--- src/rtl/systolic_mm_engine_if.sv ---
`default_nettype none
// =============================================================================
// systolic_mm_engine_if : tile handshake and result bus of the systolic engine
// Rev 1.0
// =============================================================================
interface systolic_mm_engine_if #(
  parameter int ROWS  = 4,
  parameter int COLS  = 5,
  parameter int DW    = 8,
  parameter int ACCW  = 16,
  parameter int K_MAX = 16,
  parameter int KW    = $clog2(K_MAX + 1)
);
  logic                       start;
  logic [KW-1:0]              k_len;
  logic                       in_valid;
  logic                       in_ready;
  logic [ROWS*DW-1:0]         a_vec;
  logic [COLS*DW-1:0]         b_vec;
  logic                       busy;
  logic                       done;
  logic                       c_valid;
  logic [ROWS*COLS*ACCW-1:0]  c_bus;

  modport master (
    output start, k_len, in_valid, a_vec, b_vec,
    input  in_ready, busy, done, c_valid, c_bus
  );

  modport slave (
    input  start, k_len, in_valid, a_vec, b_vec,
    output in_ready, busy, done, c_valid, c_bus
  );
endinterface
`default_nettype wire

--- src/rtl/systolic_mm_engine.sv ---
`default_nettype none
// =============================================================================
// systolic_mm_engine : output-stationary C = A x B with internal diagonal skew.
// Optional macro SAT_ACC_EN: saturating accumulators.          Rev 1.0
// =============================================================================
module systolic_mm_engine #(
  parameter int ROWS  = 4,
  parameter int COLS  = 5,
  parameter int DW    = 8,
  parameter int ACCW  = 16,
  parameter int K_MAX = 16,
  parameter int KW    = $clog2(K_MAX + 1)
) (
  input wire                 clk,
  input wire                 rst_n,
  systolic_mm_engine_if.slave bus
);

  localparam int c_chain_len = ROWS + COLS - 1;
  localparam int c_dcw       = $clog2(ROWS + COLS);
  localparam logic [c_dcw-1:0] c_drain_last = c_dcw'(ROWS + COLS - 1);

  localparam logic [1:0] c_idle  = 2'd0;
  localparam logic [1:0] c_load  = 2'd1;
  localparam logic [1:0] c_drain = 2'd2;
  localparam logic [1:0] c_done  = 2'd3;

  logic [1:0]        r_state;
  logic [1:0]        w_next;
  logic [KW-1:0]     r_klen;
  logic [KW-1:0]     r_xfer;
  logic [KW-1:0]     w_klen_cl;
  logic [c_dcw-1:0]  r_drain;
  logic              r_done;
  logic              w_start_acc;
  logic              w_xfer;
  logic              w_in_ready;
  logic              w_busy;

  // One shift register per A row / B column; PE(i,j) taps stage i+j of both,
  // which realises the skew and the right/down propagation in one structure.
  logic signed [DW-1:0]   r_a_sr [ROWS][c_chain_len];
  logic signed [DW-1:0]   r_b_sr [COLS][c_chain_len];
  logic signed [ACCW-1:0] r_acc      [ROWS][COLS];
  logic signed [ACCW-1:0] w_acc_next [ROWS][COLS];
  logic [ROWS*COLS*ACCW-1:0] w_c_flat;

  assign w_klen_cl   = (bus.k_len > KW'(K_MAX)) ? KW'(K_MAX) : bus.k_len;
  assign w_start_acc = bus.start && ((r_state == c_idle) || (r_state == c_done));
  assign w_xfer      = bus.in_valid && w_in_ready;

  // ---------------------------------------------------------------- FSM
  always_ff @(posedge clk or negedge rst_n) begin
    if (!rst_n) r_state <= c_idle;
    else        r_state <= w_next;
  end

  always_comb begin
    w_next = r_state;
    case (r_state)
      c_idle, c_done: begin
        if (bus.start) w_next = (w_klen_cl == '0) ? c_drain : c_load;
      end
      c_load: begin
        if (w_xfer && ((r_xfer + KW'(1)) == r_klen)) w_next = c_drain;
      end
      c_drain: begin
        if (r_drain == c_drain_last) w_next = c_done;
      end
      default: w_next = c_idle;
    endcase
  end

  always_comb begin
    w_in_ready = 1'b0;
    w_busy     = 1'b0;
    case (r_state)
      c_load: begin
        w_in_ready = 1'b1;
        w_busy     = 1'b1;
      end
      c_drain: w_busy = 1'b1;
      default: ;
    endcase
  end

  // ------------------------------------------------------------ counters
  always_ff @(posedge clk or negedge rst_n) begin
    if (!rst_n) begin
      r_klen  <= '0;
      r_xfer  <= '0;
      r_drain <= '0;
      r_done  <= 1'b0;
    end else begin
      r_done <= (w_next == c_done) && (r_state != c_done);
      if (w_start_acc) begin
        r_klen <= w_klen_cl;
        r_xfer <= '0;
      end else if (w_xfer) begin
        r_xfer <= r_xfer + KW'(1);
      end
      if (r_state == c_drain) r_drain <= r_drain + c_dcw'(1);
      else                    r_drain <= '0;
    end
  end

  // --------------------------------------------------------- skew chains
  // Anything other than an accepted transfer enters as zero, so bubbles and
  // the drain phase add nothing to the accumulators.
  always_ff @(posedge clk or negedge rst_n) begin
    if (!rst_n) begin
      for (int i = 0; i < ROWS; i++)
        for (int d = 0; d < c_chain_len; d++) r_a_sr[i][d] <= '0;
      for (int j = 0; j < COLS; j++)
        for (int d = 0; d < c_chain_len; d++) r_b_sr[j][d] <= '0;
    end else begin
      for (int i = 0; i < ROWS; i++) begin
        r_a_sr[i][0] <= w_xfer ? $signed(bus.a_vec[(i+1)*DW-1 -: DW]) : '0;
        for (int d = 1; d < c_chain_len; d++) r_a_sr[i][d] <= r_a_sr[i][d-1];
      end
      for (int j = 0; j < COLS; j++) begin
        r_b_sr[j][0] <= w_xfer ? $signed(bus.b_vec[(j+1)*DW-1 -: DW]) : '0;
        for (int d = 1; d < c_chain_len; d++) r_b_sr[j][d] <= r_b_sr[j][d-1];
      end
    end
  end

  // ---------------------------------------------------------- PE array
  for (genvar i = 0; i < ROWS; i++) begin : g_row
    for (genvar j = 0; j < COLS; j++) begin : g_col
      logic signed [2*DW-1:0] w_prod;
      logic signed [ACCW-1:0] w_ext;

      assign w_prod = (2*DW)'(r_a_sr[i][i+j]) * (2*DW)'(r_b_sr[j][i+j]);
      assign w_ext  = ACCW'(w_prod);

`ifdef SAT_ACC_EN
      logic signed [ACCW:0]   w_sum;
      logic signed [ACCW-1:0] w_sat;

      assign w_sum = (ACCW+1)'(r_acc[i][j]) + (ACCW+1)'(w_ext);

      // Top two sum bits disagree only when the ACCW-bit range was left.
      always_comb begin
        w_sat = w_sum[ACCW-1:0];
        if (w_sum[ACCW] != w_sum[ACCW-1])
          w_sat = w_sum[ACCW] ? {1'b1, {(ACCW-1){1'b0}}} : {1'b0, {(ACCW-1){1'b1}}};
      end

      assign w_acc_next[i][j] = w_sat;
`else
      assign w_acc_next[i][j] = r_acc[i][j] + w_ext;
`endif
    end
  end

  always_ff @(posedge clk or negedge rst_n) begin
    if (!rst_n) begin
      for (int i = 0; i < ROWS; i++)
        for (int j = 0; j < COLS; j++) r_acc[i][j] <= '0;
    end else begin
      for (int i = 0; i < ROWS; i++)
        for (int j = 0; j < COLS; j++)
          r_acc[i][j] <= w_start_acc ? '0 : w_acc_next[i][j];
    end
  end

  always_comb begin
    w_c_flat = '0;
    for (int i = 0; i < ROWS; i++)
      for (int j = 0; j < COLS; j++)
        w_c_flat[(i*COLS+j)*ACCW +: ACCW] = r_acc[i][j];
  end

  assign bus.in_ready = w_in_ready;
  assign bus.busy     = w_busy;
  assign bus.done     = r_done;
  assign bus.c_valid  = (r_state == c_done);
  assign bus.c_bus    = w_c_flat;

endmodule
`default_nettype wire

--- src/flat_wrapper.sv ---
// flat-port wrapper written by rule: the top's interface ports become plain ports
module systolic_mm_engine_flat 
#(
  parameter int ROWS  = 4,
  parameter int COLS  = 5,
  parameter int DW    = 8,
  parameter int ACCW  = 16,
  parameter int K_MAX = 16,
  parameter int KW    = $clog2(K_MAX + 1)
)
  (clk, rst_n, bus_start, bus_k_len, bus_in_valid, bus_a_vec, bus_b_vec, bus_in_ready, bus_busy, bus_done, bus_c_valid, bus_c_bus);
  systolic_mm_engine_if #(.ROWS(ROWS), .COLS(COLS), .DW(DW), .ACCW(ACCW), .K_MAX(K_MAX), .KW(KW)) bus_i ();
  input wire clk;
  input wire rst_n;
  input wire logic [$bits(bus_i.start)-1:0] bus_start;
  input wire logic [$bits(bus_i.k_len)-1:0] bus_k_len;
  input wire logic [$bits(bus_i.in_valid)-1:0] bus_in_valid;
  input wire logic [$bits(bus_i.a_vec)-1:0] bus_a_vec;
  input wire logic [$bits(bus_i.b_vec)-1:0] bus_b_vec;
  output wire logic [$bits(bus_i.in_ready)-1:0] bus_in_ready;
  output wire logic [$bits(bus_i.busy)-1:0] bus_busy;
  output wire logic [$bits(bus_i.done)-1:0] bus_done;
  output wire logic [$bits(bus_i.c_valid)-1:0] bus_c_valid;
  output wire logic [$bits(bus_i.c_bus)-1:0] bus_c_bus;
  assign bus_i.start = bus_start;
  assign bus_i.k_len = bus_k_len;
  assign bus_i.in_valid = bus_in_valid;
  assign bus_i.a_vec = bus_a_vec;
  assign bus_i.b_vec = bus_b_vec;
  assign bus_in_ready = bus_i.in_ready;
  assign bus_busy = bus_i.busy;
  assign bus_done = bus_i.done;
  assign bus_c_valid = bus_i.c_valid;
  assign bus_c_bus = bus_i.c_bus;
  systolic_mm_engine #(.ROWS(ROWS), .COLS(COLS), .DW(DW), .ACCW(ACCW), .K_MAX(K_MAX), .KW(KW)) u_core (.clk(clk), .rst_n(rst_n), .bus(bus_i));
endmodule
--- config.mk ---
export PLATFORM = sky130hd
export DESIGN_NAME = systolic_mm_engine_flat
export DESIGN_NICKNAME = d
export VERILOG_FILES = /design/src/rtl/systolic_mm_engine_if.sv /design/src/rtl/systolic_mm_engine.sv /design/src/flat_wrapper.sv
export SDC_FILE = /design/constraint.sdc
export NUM_CORES = 2
export LEC_CHECK = 0
export BUFFER_PORTS_ARGS = -buffer_cell sky130_fd_sc_hd__clkbuf_2
export CORE_MARGIN = 2
export CORE_UTILIZATION = 30
export CTS_CLUSTER_DIAMETER = 60
export DETAILED_ROUTE_END_ITERATION = 12
export GPL_TIMING_DRIVEN = 0
export PLACE_DENSITY = 0.56
export SYNTH_ARGS = -nofsm -noshare
export SYNTH_HDL_FRONTEND = slang
export SYNTH_SLANG_ARGS = --single-unit
--- constraint.sdc ---
create_clock -name clk -period 15.4 [get_ports clk]
set_clock_uncertainty 0.15 [all_clocks]
set_input_delay 4.62 -clock clk [delete_from_list [all_inputs] [get_ports clk]]
set_output_delay 4.62 -clock clk [all_outputs]
set_load 0.05 [all_outputs]
* Word level (Yosys, flattened, before mapping)
Cells that the tools add are included.
Word-level totals: output and inout bits 324, logic and storage cells 181, bits in registers 785, bits of input ports 81
Operators by class: $mul 20, add/sub/neg operators 22, eq/ne operators 7, $lt $le $gt $ge 1, reductions and logical operators 10, multiplexer cells 40
Operator list (number):
- $add 16x16->16 | 20
- $mul 8x8->16 | 20
- $mux 16 | 20
- $mux 8 | 9
- $mux 5 | 3
- $mux 2 | 4
- $eq 2x2->1 const B | 3
- $pmux 2 s3 | 1
- $add 5x1->5 const B | 1
- $eq 5x5->1 | 1
- $gt 5x5->1 const B | 1
- $logic_not 5->1 | 1
- $add 4x1->4 const B | 1
- $eq 4x4->1 const B | 1
- $logic_and 1x1->1 | 4
- $mux 4 | 1
- $reduce_or 2->1 | 2
- $eq 2x1->1 const B | 1
- $logic_not 2->1 | 1
- $mux 1 | 2
- $ne 2x2->1 const B | 1
- $reduce_bool 2->1 | 1
- $logic_or 1x1->1 | 1

* Depth between registers and ports, before layout
depth in word-level cells 8, mapped depth 19

* Worst setup path after synthesis
No wires, ideal clock.
path type register to output, start point reg u_core.r_state[0], end point out bus_busy, required time 10.630 ns, arrival 1.182 ns, stages on the path, launching flop included 4, buffers on the path 0, setup slack 9.448 ns, path through dfrtp_1 inv_1 ha_1 inv_1
Between the ends: word-level cells in the longest chain between the ends 3, elaborated cells on any way between the ends 4, classes of those cells eq/ne: 2; mux: 1; reduce/logical: 1
RTL lines:
- from (decl) | line systolic_mm_engine.sv:28 | logic [1:0] r_state;
- from (signal assigned) | line systolic_mm_engine.sv:54 | if (!rst_n) r_state <= c_idle;
- from (signal assigned) | line systolic_mm_engine.sv:55 | else r_state <= w_next;
- $eq 2x1->1 / $eq 2x2->1 (equally long branches) | line systolic_mm_engine.sv:77 | case (r_state)
- $reduce_or 2->1 (no source line) (*)
- $mux 1 (*) | line systolic_mm_engine.sv:77
- to (decl) | line flat_wrapper.sv:21 | output wire logic [$bits(bus_i.busy)-1:0] bus_busy;
Every way passes the cells marked *; elsewhere a longest branch is shown, timed or not.

* Final worst setup path
start point reg u_core.r_state[1], end point out bus_in_ready
Between the ends: word-level cells in the longest chain between the ends 2
RTL lines:
- $eq 2x1->1 | line systolic_mm_engine.sv:77
- $mux 1 | line systolic_mm_engine.sv:77
- to (decl) | line flat_wrapper.sv:20 | output wire logic [$bits(bus_i.in_ready)-1:0] bus_in_ready;
Every way passes these cells.

==> summary.md <==
| Metric | Value |
|---|---|
| Status | `finished clean` |
| Post-CTS setup buffer count | `0` |
| Layout area overhead | `13.5%` |
| Fin util | `0.342` |
| Clk_lat worst skew | `0.78 ns` |
| DP Worst Slack | `slightly above 8 ns` |
| Die W | `about 520 um` |
| Drt via density | `4.52` |
| Reg2reg start | `u_core.r_a_sr[255]$_DFF_PN0_` |
| Top Ports | `roughly 410` |
| Cells after Synth | `7386` |
| Cell Chain, Critical Path | `inv_1 > ha_1 > clkbuf_2` |
| Vias | `52284` |
| Yosys Warn Count | `0` |
| Root Driver | `clkbuf_16` |
| CP top delay family | `adder cells` |
| RSZ-0062 raised after global routing | `false` |
| Vias in the first global route | `about 60000` |
| Most frequent cells after synthesis | `1455 x inv_1, 1420 x fa_1, 785 x dfrtp_1, 748 x and2_1, 746 x ha_1` |
| Top cells by area, synth | `fa_1 36%, dfrtp_1 25%, ha_1 12%, inv_1 6.8%, and2_1 5.9%` |
| Final Critical Period | `between 7 and 8 ns` |
| Hold buffers post-CTS | `0` |
| Core ar. | `roughly 270000 um2` |
| Clock transition at path regs | `0.06 ns` |
| Synthesized cell area | `about 80000 um2` |
| R2R Setup Slk | `9.78 ns` |
| Arrival time worst endpoint | `roughly 2.2 ns` |
| Critical path class | `flip-flop to output pin` |
| Die height | `520 um` |
| First-pass GRT wire length | `about 360000 um` |
| Distinct cell type count of the synthesized netlist | `60` |
| Setup violators final | `0` |
| TritonCTS clock tree | `built` |
| CP bufs+invs | `2` |
| Setup crit end kind | `output pin` |
| Slew margin rel. | `0.0617` |
| CTS HTree Levels | `3` |
| Post-Route WL | `231000 um` |
| Cells on Worst Hold Path | `0` |
| Hold WS | `about 0.18 ns` |
| Worst path required time | `10.63 ns` |
| Hold Path Sink | `u_core.r_b_sr[111]$_DFF_PN0_` |
| Clock Tree Buf Depth | `3` |
| Gpl congestion | `between 0.8 and 0.9` |
| Crit Path Max Fanout | `7` |
| Startpoint Class | `flip-flop` |
| CTS buffer count | `between 100 and 150` |
| Worst flop-to-flop path endpoint | `u_core.bus.c_bus[15]$_DFF_PN0_` |
| Iter 0 DRT Violations | `about 2500` |
| First-pass DRT Iterations | `8` |
| Initial antenna violation count | `33` |
| Cells on worst reg2reg path | `15` |
| Slew Limit Fails | `0` |
| FMAX | `around 0.14 GHz` |
| Cell Rows | `between 150 and 200` |
| Share of layout cells above drive strength 1 | `0.0864` |
| DIE AREA | `roughly 270000 um2` |
| DP Wirelength | `just under 200000 um` |
| Mapped Avg Cell Area | `between 10 and 15 um2` |
| CP max stage delay | `0.54 ns` |
| Starting density of the core | `0.302` |
| Total track usage | `0.176` |
| Post-synth ARST share | `1.00` |
| Final Power | `approximately 12 mW` |
| Maxcap violations | `0` |
| Yosys top cell by area | `fa_1` |
| Final worst path period share | `0.456` |
| TritonCTS Sinks | `between 700 and 800` |
| Post-CTS sizing | `0` |
| P_leak | `approximately 49 nW` |
| Largest net degree at the start of global routing | `between 100 and 150` |
| Hold WC Path Type | `flip-flop to flip-flop` |
| Post-route ant nets | `0` |
| Seq/Total Area, Yosys | `0.246` |
| Grt ovf | `0` |
| EDFF count, synth | `0` |
| Synth top area share | `0.356` |
| I/O Buffers | `404` |
| Cell with the most instances after synthesis | `inv_1` |
| PnR worst setup slack | `between 8 and 9 ns` |
| Fill cell count | `~27000` |
| Routed WL per cell | `approximately 20 um` |
| Critical-path top delay cell | `ha_1` |
| Worst Tran Pin Value | `about 1.4 ns` |
| Yosys reg bits | `between 700 and 800` |
| Peak supply drop | `roughly 140 uV` |
| Hold Startpoint | `u_core.r_b_sr[119]$_DFF_PN0_` |
| DRC violations left | `0` |
| Nets@finish | `10163` |
| Top_reg_cell synth | `dfrtp_1` |
| Pwr/cell area | `138 nW/um2` |
| Hold Fails Final Rpt | `0` |
| Synth Net Count | `between 9000 and 10000` |
## power by group
part | total, mW | switching (mW) | internal, mW
combinational | 6.44 | 4.30 | 2.14
clock | 2.74 | 1.16 | 1.58
sequential | 3.31 | 0.756 | 2.56
total | 12.5 | 6.22 | 6.27
## cells by family after synthesis
logic type	count (synthesis)	synth area share
xor gates and xnor gates	319	0.0349
muxes	36	0.00451
DFF	785	0.246
buffers and inverters	1551	0.0731
AOI/OAI and AO/OA	505	0.0413
and+or+nand+nor	2024	0.128
adders and majority gates	2166	0.472
## placed cells by master, fill, tap and decap left out, types with 7 or more instances in the layout
master and n:
inv_1 1455, fa_1 1420, dfrtp_1 785, and2_1 748, ha_1 746, nand2_1 627, clkbuf_2 412, nor2_1 306
xnor2_1 257, a21oi_1 121, clkbuf_16 112, and3_1 85, nor3_1 80, nand2b_1 79, o21ai_0 75, xor2_1 62
clkbuf_1 57, a211oi_1 57, o21a_1 48, o21ai_1 43, a21o_1 42, nor2b_1 41, mux2i_1 36, o211ai_1 34
or2_2 34, o21bai_1 24, inv_6 22, diode_2 21, clkinv_1 20, buf_2 18, o22ai_1 18, a2111o_1 13
clkinv_2 13, inv_8 10, clkbuf_8 10, bufinv_16 9, clkinvlp_4 8, buf_16 8, clkinv_4 7
## worst register-to-register path, cell delays in order, from the launching register on
cell	delay [ns]
dfrtp_1	0.63
and2_1	0.62
inv_1	0.13
fa_1	0.51
inv_1	0.05
fa_1	0.48
fa_1	0.61
fa_1	0.45
fa_1	0.44
ha_1	0.33
o21ai_0	0.09
nor2_1	0.24
o21ai_1	0.16
a21o_1	0.19
and3_1	0.17
nor3_1	0.24
## layer usage
metal / wire length (um) / global-route usage / vias up
met5: 0 / 0 / -
met4: 6620 / 0.0520 / 0
met3: 16500 / 0.0430 / 271
met2: 112000 / 0.296 / 1265
met1: 95300 / 0.223 / 27149
li1: - / - / 23599
## cell type report
cell class / instances / area (um2) / area share
Multi-Input combinational cell: 5050 / 54500 / 0.600
Sequential cell: 785 / 19600 / 0.216
Clock inverter: 81 / 1010 / 0.0111
Buffer: 76 / 319 / 0.00352
Clock buffer: 129 / 2960 / 0.0326
Antenna cell: 21 / 52.6 / 0.000579
Inverter: 1475 / 5540 / 0.0610
Tap cell: 3533 / 4420 / 0.0487
Timing Repair Buffer: 416 / 2330 / 0.0257
## through the flow
stage / area [um2] / setup TNS, ns / std cells
floorplan: 80000 / 0 / 7386
global placement: 86400 / -8014.43 / 11323
detailed placement: 86700 / 0 / 11335
CTS: 90700 / 0 / 11545
global route: 90700 / 0 / 11556
finish: 90700 / 0 / 11566
## sequential cells by signal (all words and copies together) (netlist names)
signal	cells
u_core.r_klen	5
u_core.r_b_sr	240
u_core.r_a_sr	208
u_core.r_xfer	5
u_core.bus.c_bus	320
u_core.r_drain	4
u_core.r_state	2
u_core.bus.done	1
## worst max path at each step
stage	from	endpoint	slack [ns]	cells after the start
floorplan	u_core.r_state[0]$_DFF_PN0_	bus_busy	9.45	3
global placement	rst_n	u_core.bus.c_bus[4]$_DFF_PN0_	-10.43	1
detailed placement	bus_start	u_core.bus.c_bus[14]$_DFF_PN0_	8.09	6
CTS	u_core.r_state[1]$_DFF_PN0_	bus_in_ready	8.34	3
global route	u_core.r_state[1]$_DFF_PN0_	bus_in_ready	8.31	3
finish	u_core.r_state[1]$_DFF_PN0_	bus_in_ready	8.39	3
(Power assumes the default switching activity.)
